===== src/rtl/gmux_hsck_ctrl.sv =====
// Glitch-free GMUX_HSCK source-select sequencer: gates quadrant enables around
// every SSEL change and handles low-power entry/exit with mask save/restore.
module gmux_hsck_ctrl #(
  parameter int unsigned CNT_W      = 8,
  parameter int unsigned OFF_CYC    = 4,
  parameter int unsigned SETTLE_CYC = 4
) (
  input  logic       CLK,
  input  logic       RST,
  input  logic       SW_REQ,
  input  logic       SEL_REQ,
  input  logic [3:0] QMASK,
  input  logic       LP_REQ,
  output logic       SSEL,
  output logic [3:0] SEN,
  output logic [3:0] DEN,
  output logic [3:0] DYNEN,
  output logic [3:0] VLP,
  output logic       BUSY,
  output logic       ACK
);

  localparam logic [CNT_W-1:0] OFF_LOAD    = CNT_W'(OFF_CYC - 1);
  localparam logic [CNT_W-1:0] SETTLE_LOAD = CNT_W'(SETTLE_CYC - 1);
  localparam logic [CNT_W-1:0] CNT_ONE     = CNT_W'(1);

  typedef enum logic [2:0] {
    IDLE     = 3'd0,
    WAIT_OFF = 3'd1,
    WAIT_SET = 3'd2,
    LP_ENTER = 3'd3,
    LP       = 3'd4,
    LP_EXIT  = 3'd5
  } state_t;

  state_t           state, state_d;
  logic [CNT_W-1:0] cnt, cnt_d;
  logic             tgt_sel, tgt_sel_d;
  logic [3:0]       tgt_mask, tgt_mask_d;
  logic [3:0]       lp_mask, lp_mask_d;
  logic             ssel_d, busy_d, ack_d;
  logic [3:0]       sen_d, vlp_d;
  logic             cnt_zero;

  // Static-enable mode only: divider and dynamic enables are never used.
  assign DEN   = 4'b0000;
  assign DYNEN = 4'b0000;

  assign cnt_zero = (cnt == '0);

  always_ff @(posedge CLK) begin
    if (RST) begin
      state    <= IDLE;
      cnt      <= '0;
      tgt_sel  <= 1'b0;
      tgt_mask <= 4'b0000;
      lp_mask  <= 4'b0000;
      SSEL     <= 1'b0;
      SEN      <= 4'b0000;
      VLP      <= 4'b0000;
      BUSY     <= 1'b0;
      ACK      <= 1'b0;
    end else begin
      state    <= state_d;
      cnt      <= cnt_d;
      tgt_sel  <= tgt_sel_d;
      tgt_mask <= tgt_mask_d;
      lp_mask  <= lp_mask_d;
      SSEL     <= ssel_d;
      SEN      <= sen_d;
      VLP      <= vlp_d;
      BUSY     <= busy_d;
      ACK      <= ack_d;
    end
  end

  // Next-state and next-output logic; SSEL only moves while SEN and VLP are 0.
  always_comb begin
    state_d    = state;
    cnt_d      = cnt;
    tgt_sel_d  = tgt_sel;
    tgt_mask_d = tgt_mask;
    lp_mask_d  = lp_mask;
    ssel_d     = SSEL;
    sen_d      = SEN;
    vlp_d      = VLP;
    busy_d     = BUSY;
    ack_d      = 1'b0;

    unique case (state)
      IDLE: begin
        if (SW_REQ) begin
          tgt_sel_d  = SEL_REQ;
          tgt_mask_d = QMASK;
          if (SEL_REQ == SSEL) begin
            sen_d = QMASK;
            ack_d = 1'b1;
          end else begin
            sen_d   = 4'b0000;
            cnt_d   = OFF_LOAD;
            busy_d  = 1'b1;
            state_d = WAIT_OFF;
          end
        end else if (LP_REQ) begin
          lp_mask_d = SEN;
          sen_d     = 4'b0000;
          cnt_d     = OFF_LOAD;
          busy_d    = 1'b1;
          state_d   = LP_ENTER;
        end
      end
      WAIT_OFF: begin
        if (cnt_zero) begin
          ssel_d  = tgt_sel;
          cnt_d   = SETTLE_LOAD;
          state_d = WAIT_SET;
        end else begin
          cnt_d = cnt - CNT_ONE;
        end
      end
      WAIT_SET: begin
        if (cnt_zero) begin
          sen_d   = tgt_mask;
          ack_d   = 1'b1;
          busy_d  = 1'b0;
          state_d = IDLE;
        end else begin
          cnt_d = cnt - CNT_ONE;
        end
      end
      LP_ENTER: begin
        if (cnt_zero) begin
          vlp_d   = 4'b1111;
          state_d = LP;
        end else begin
          cnt_d = cnt - CNT_ONE;
        end
      end
      LP: begin
        if (!LP_REQ) begin
          vlp_d   = 4'b0000;
          cnt_d   = SETTLE_LOAD;
          state_d = LP_EXIT;
        end
      end
      LP_EXIT: begin
        if (cnt_zero) begin
          sen_d   = lp_mask;
          ack_d   = 1'b1;
          busy_d  = 1'b0;
          state_d = IDLE;
        end else begin
          cnt_d = cnt - CNT_ONE;
        end
      end
      default: begin
        state_d = IDLE;
      end
    endcase
  end

endmodule


===== config.mk =====
export PLATFORM = sky130hd
export DESIGN_NAME = gmux_hsck_ctrl
export DESIGN_NICKNAME = d
export VERILOG_FILES = /design/src/rtl/gmux_hsck_ctrl.sv
export SDC_FILE = /design/constraint.sdc
export NUM_CORES = 1
export LEC_CHECK = 0
export BUFFER_PORTS_ARGS = -buffer_cell sky130_fd_sc_hd__buf_4
export CAP_MARGIN = 5
export CORE_MARGIN = 3
export CORE_UTILIZATION = 40
export DETAILED_ROUTE_END_ITERATION = 10
export GPL_TIMING_DRIVEN = 0
export SLEW_MARGIN = 20
export SYNTH_ARGS = -nofsm -noshare
export SYNTH_HDL_FRONTEND = slang
export SYNTH_SLANG_ARGS = --single-unit

===== constraint.sdc =====
create_clock -name CLK -period 2.72 [get_ports CLK]
set_input_delay 0.68 -clock CLK [delete_from_list [all_inputs] [get_ports CLK]]
set_output_delay 0.68 -clock CLK [all_outputs]
set_load 0.01 [all_outputs]

==> results of run 1 <==
cell usage in the layout, fill, tap and decap left out, types with 4 or more instances in the layout:
master,n
a211oi_1,6
a21oi_1,10
buf_4,32
clkbuf_1,4
conb_1,8
dfxtp_1,28
mux2i_1,12
nand2_1,11
nand3_1,4
nor2_1,30
cells by family (layout without fill, tap and decap cells):
kind of cell               count (synthesis)  in the layout
AOI/OAI and AO/OA                         41             41
and+or+nand+nor                           69             69
muxes                                     12             12
xor gates and xnor gates                   1              1
buffers and inverters                     24             47
DFF                                       28             28
other                                      1              8
adders and majority gates                  2              2
per-stage QoR:
stage	std cells	worst slack, ns
after floorplan	185	0.749
final	254	0.421
after global placement	250	0.504
after CTS	254	0.446
after global routing	254	0.274
after detailed placement	250	0.495
registers in the layout, summed over array words and instances (netlist names):
register  cells
SEN           4
tgt_sel       1
BUSY          1
VLP           1
lp_mask       4
cnt           8
tgt_mask      4
ACK           1
SSEL          1
state         3
final cells by class:
class	instances	share of cell area
Buffer	21	0.0712
Clock buffer	3	0.0224
Clock inverter	1	0.0163
Inverter	3	0.00611
Multi-Input combinational cell	133	0.472
Sequential cell	28	0.304
Tap cell	46	0.0312
Timing Repair Buffer	19	0.0773
metal layers:
| metal | vias up | part of all wire | track usage |
|---|---|---|---|
| li1 | 688 | - | - |
| met1 | 626 | 0.50 | 0.242 |
| met2 | 37 | 0.44 | 0.247 |
| met3 | 2 | 0.052 | 0.0345 |
| met4 | 0 | 0.0050 | 0.0471 |
| met5 | - | 0 | 0 |
power by group:
| group | switching (mW) | total (mW) | internal (mW) |
|---|---|---|---|
| Combinational | 0.619 | 1.09 | 0.475 |
| Sequential | 0.119 | 0.654 | 0.536 |
| Clock | 0.132 | 0.329 | 0.197 |
| Total | 0.869 | 2.08 | 1.21 |
path summary, 6_finish.rpt:
path	start	to	slack [ns]	cells past startpoint
setup / recovery	cnt[0]	cnt[5]	0.42	7
hold / removal	tgt_sel	SSEL	0.51	2
setup reg to reg	cnt[0]	cnt[5]	0.42	7
hold reg to reg	tgt_sel	SSEL	0.51	2
worst min-delay path: stages (launching register included):
cell     delay, ns
dfxtp_1       0.34
mux2i_1       0.06
nor2_1        0.08
==> impl_results.md, run 1 <==
* Outcome: complete, no violations
* WL per Instance at ~14 µm
* Crit-path max cell delay at 0.65 ns
* TNS Setup at 0 ns
* Post-synth EDFFs at 0
* Clk Latency, worst-skew pair at 0.27 ns
* Core ar. at 3520 µm²
* Detail Placement HPWL at 2.72 mm
* H-Tree Depth at 1
* Die area at about 4600 µm²
* Count of boundary I/O pins at 28
* P_leak at between 0.8 and 0.9 nW
* WP data arrival at roughly 2.5 ns
* Multi-input gate area at about 870 µm²
* Synth async-reset ratio at 0
* Via count at approximately 1,400
* Mux contribution to synthesized area at 0.0777
* Combinational family with the most area after synthesis: simple AND/OR/NAND/NOR gates
* Max-cap violations at 0
* Top post-synthesis cells by count: nor2_1 (30), dfxtp_1 (28), buf_4 (13)
* Storage element area at 561 µm²
* Overall die width at between 60 and 70 µm
* Clock transition at path regs at 0.10 ns
* Crit path time final at 2.30 ns
* Final wirelength at 3.60 mm
* Crit start category: flip-flop
* Number of CTS-inserted buffers at 3
* DRC Markers at 0
* Synthesis Warnings at 0
* Fmax at 435 MHz
* Final instance area at 1840 µm²
* CP max-delay cell: a2111oi_4
* RSZ-0062 raised after global routing: no
* Worst hold slack at 0.511 ns
* Worst setup EP type: flip-flop
* Synth Area in Compound Gates at 0.210
* Post-CTS Setup Bufs at 0
* Hold Crit Class: flip-flop to flip-flop
* Top-count cell post-synth: nor2_1
* Placed inst area at ~1800 µm²
* Syn_area_per_cell at 8.69 µm²
* Ant diodes at 0
* Crit path buf inv count at 1
* RePlAce Congestion at 0.899
* FF+latch count, synth at 28
* FILL cells at 352
* Fin util at 0.524
* Register area share after synthesis at 0.362
* Final-stage net count at 220
* Data required time of the worst path at 2.89 ns
* Hold Violations, Final at 0
* Cell Area, Synth at 1550 µm²
* Area Overhead vs Synth at 19.3%
* Number of port buffers at 19
* CP Cell Sequence: inv_1 -> ha_1 -> nor3b_1 -> a31o_1 -> a2111oi_4 -> o2bb2ai_1 -> a32o_1
* Final period util at 0.845
* Worst Skew at 0.00241 ns
* Root Driver: clkbuf_8
* DRT Pass-1 Iters at 4
* Synth Area in Adders at 0.0162
* Simple-gate portion of the synthesized area at 0.234
* Peak supply drop at 0.496 mV
* Worst-Margin Slew at ~0.65 ns
* Number of global-route vias before repair at 1,222
* Slew headroom at 0.561
* Largest net degree at the start of global routing at 17
* Post-CTS Resized at 0
* Synth top area share at 0.362
* Largest cells by area after synthesis: dfxtp_1 (36%), mux2i_1 (7.8%), nor2_1 (7.3%), buf_4 (6.3%), a21oi_1 (3.2%)
* Main synth FF type: dfxtp_1
* GRT overflow at 0
* Fraction of synthesized cell area in xor and xnor cells at 0.00566
* Leading area contributor after synthesis: dfxtp_1
* Std-Cell Rows at 21
* Layout cells sized above 1 at 0.221
* CTS tree: yes
* Gate Count Post-Synth at between 150 and 200
* Power Total at approximately 2.1 mW
* First-pass GRT wire length at 5.97 mm
* Clock tree buffer depth at 2
* Worst Setup Path Type: flip-flop to flip-flop
* # setup viols final at 0
* Global Route Usage Sum at 0.166
* CP top delay family: compound AO/OA/AOI/OAI gates
* Initial core utilization at 0.439
* Vias per inst at 5.33
* Hold-fix buffers at CTS at 0
* Initial drt markers at between 100 and 150
* CTS sink cnt at 28
* Crit-path max FO at 9
* Die height at 68.2 µm
* Unique masters post-synth at 45
* Power density over cell area at 1130 nW/µm²
* Final ANT Viol Nets at 0
* Initial antenna violation count at 0
* Slew Viols, Final at 0
Note: power is estimated with default switching activity, not from simulation.
==> run 2: changes to the inputs <==
ABC_AREA = 1   (was default)
clock period = 2.4 ns   (was 2.72 ns; I/O delays follow)
==> run 2 against run 1 <==
Net effect:
- clock skew grew 0.0029 ns
- largest power group unchanged
- highest routed layer unchanged
- final cell count grew 26%
- synthesized cell count grew 36%
- sequential share of layout area down 1.9 points
- largest cell class unchanged
- clock-buffer cell count unchanged
- worst hold slack worse by 0.040 ns
- worst setup slack better by 0.39 ns
==> impl_results.md, run 2 <==
* HP Start: tgt_mask[2]
* Flop2flop setup slack at about 0.81 ns
* CTS sink cnt at 28
* H-Tree Depth at 1
* Area Overhead vs Synth at 18.0%
* Std-Cell Rows at 22
* Hold path depth at 2
* Worst setup EP type: flip-flop
* Worst Skew at approximately 0.0053 ns
* Fmax at roughly 630 MHz
* P_leak at 1.00 nW
* Hold Crit Class: flip-flop to flip-flop
* Largest cells by area after synthesis: dfxtp_1 (34%), nand2_1 (16%), nor2_1 (6.8%), inv_1 (5.6%), buf_4 (5.0%)
* Peak supply drop at 0.667 mV
* Worst hold slack at around 0.47 ns
* FF-to-FF path depth at 10
* Final ANT Viol Nets at 0
* Crit-path max FO at 10
* First-pass GRT wire length at 6.01 mm
* Initial core utilization at 0.436
* Syn_area_per_cell at 6.89 µm²
* Post-synth EDFFs at 0
* Ant diodes at 0
* Largest reg by FF count: cnt
* Power density over cell area at between 1000 and 1500 nW/µm²
* Detail Placement HPWL at 2.65 mm
* Hold Violations, Final at 0
* CP Launch Point: cnt[0]
* WL per Instance at approximately 11 µm
* Largest net degree at the start of global routing at 17
* Max-cap violations at 0
* Slew headroom at 0.652
* Via count at around 1,400
* Synthesis Warnings at 0
* WP data arrival at 1.74 ns
* DRC Markers at 0
* Global Route Usage Sum at 0.149
* Unique masters post-synth at 28
* Outcome: complete, no violations
* Overall die width at approximately 71 µm
* Clock transition at path regs at 0.10 ns
* RSZ-0062 raised after global routing: no
* Initial drt markers at 64
* Root Driver: clkbuf_8
* Most frequent cells in the layout: nand2_1 (71), nor2_1 (30), buf_4 (30), dfxtp_1 (28), inv_1 (25)
* Hold-fix buffers at CTS at 0
* Top-count cell post-synth: nand2_1
* Final wirelength at roughly 3.5 mm
* Main synth FF type: dfxtp_1
* Gate Count Post-Synth at 242
* RePlAce Congestion at 0.810
* Top post-synthesis cells by count: nand2_1 (71), nor2_1 (30), dfxtp_1 (28)
* Max reg flops at 8
* Reg2reg start: cnt[0]
* Most common cell after layout, fill and taps aside: nand2_1
* Placed Cells incl. Taps at around 320
* Clk Latency, worst-skew pair at ~0.27 ns
* DRT Pass-1 Iters at 4
* Core ar. at 3830 µm²
* Die height at 70.6 µm
* Non-filler cells, final at 320
* Initial antenna violation count at 0
* Vias per inst at 4.51
* Leading area contributor after synthesis: dfxtp_1
* TNS Setup at 0 ns
* Crit path time final at 1.59 ns
* Slew Viols, Final at 0
* # setup viols final at 0
* FF+latch count, synth at 28
* Cell Area, Synth at 1670 µm²
* Synth async-reset ratio at 0
* Count of boundary I/O pins at 28
* Post-CTS Setup Bufs at 0
* Final-stage net count at 284
* Layout cells sized above 1 at 0.224
* Die area at 4980 µm²
* Data required time of the worst path at 2.55 ns
* Number of port buffers at 19
* Final period util at 0.662
* Register area share after synthesis at 0.336
* Clock tree buffer depth at 2
* Post-CTS Resized at 0
* CTS tree: yes
* Number of global-route vias before repair at 1,334
* Synth top area share at 0.336
* Worst Setup Path Type: flip-flop to flip-flop
* Worst-Margin Slew at 0.522 ns
* Crit start category: flip-flop
* Number of CTS-inserted buffers at 3
* GRT overflow at 0
## run 2: final cells by class
type,count,area (µm²)
Timing Repair Buffer,19,143
Buffer,13,91.3
Multi-Input combinational cell,180,935
Fill cell,398,1860
Clock inverter,1,30.0
Sequential cell,28,561
Clock buffer,3,41.3
Tap cell,48,60.1
Inverter,28,108
## run 2: path summary, 6_finish.rpt
path | to
worst max-delay path | cnt[5]
worst max register to register | cnt[5]
worst min-delay path | tgt_mask[2]
worst min register to register | tgt_mask[2]
## run 2: critical path, stage by stage (launching register included)
cell and delay, ns:
dfxtp_1 0.38, inv_1 0.09, ha_1 0.19, nand3_1 0.20
nor2_4 0.11, nand2_4 0.10, nand2_4 0.06, nor2_8 0.17
nand2_1 0.07, nand2_1 0.06, nor2_1 0.03
## run 2: logic make-up after synthesis
group / synth area share
XOR/XNOR: 0.0158
adder cells (fa/ha/maj): 0.0150
AND/OR/NAND/NOR: 0.391
buffers and inverters: 0.119
AO/OA/AOI/OAI: 0.121
other: 0.00225
flip-flops: 0.336
## run 2: through the flow
stage	utilization	worst slack [ns]	total power [mW]	cell area, µm²
after floorplan	-	0.938	1.89	1690
after global placement	0.496	0.693	2.19	1900
after detailed placement	0.496	0.686	2.20	1900
after CTS	0.514	0.777	2.58	1970
after global routing	0.514	0.592	2.84	1970
final	0.514	0.811	2.55	1970
## run 2: metal layers
metal	GRT usage	vias up	wire length (µm)	part of all wire
met5	0	-	0	0
li1	-	802	-	-
met1	0.201	620	1750	0.50
met2	0.247	20	1560	0.45
met3	0.0369	2	135	0.039
met4	0.0188	0	22	0.0064
## run 2: report_power, final
group,switching (mW),internal (mW)
registers,0.126,0.618
clock network,0.146,0.223
logic,0.910,0.524
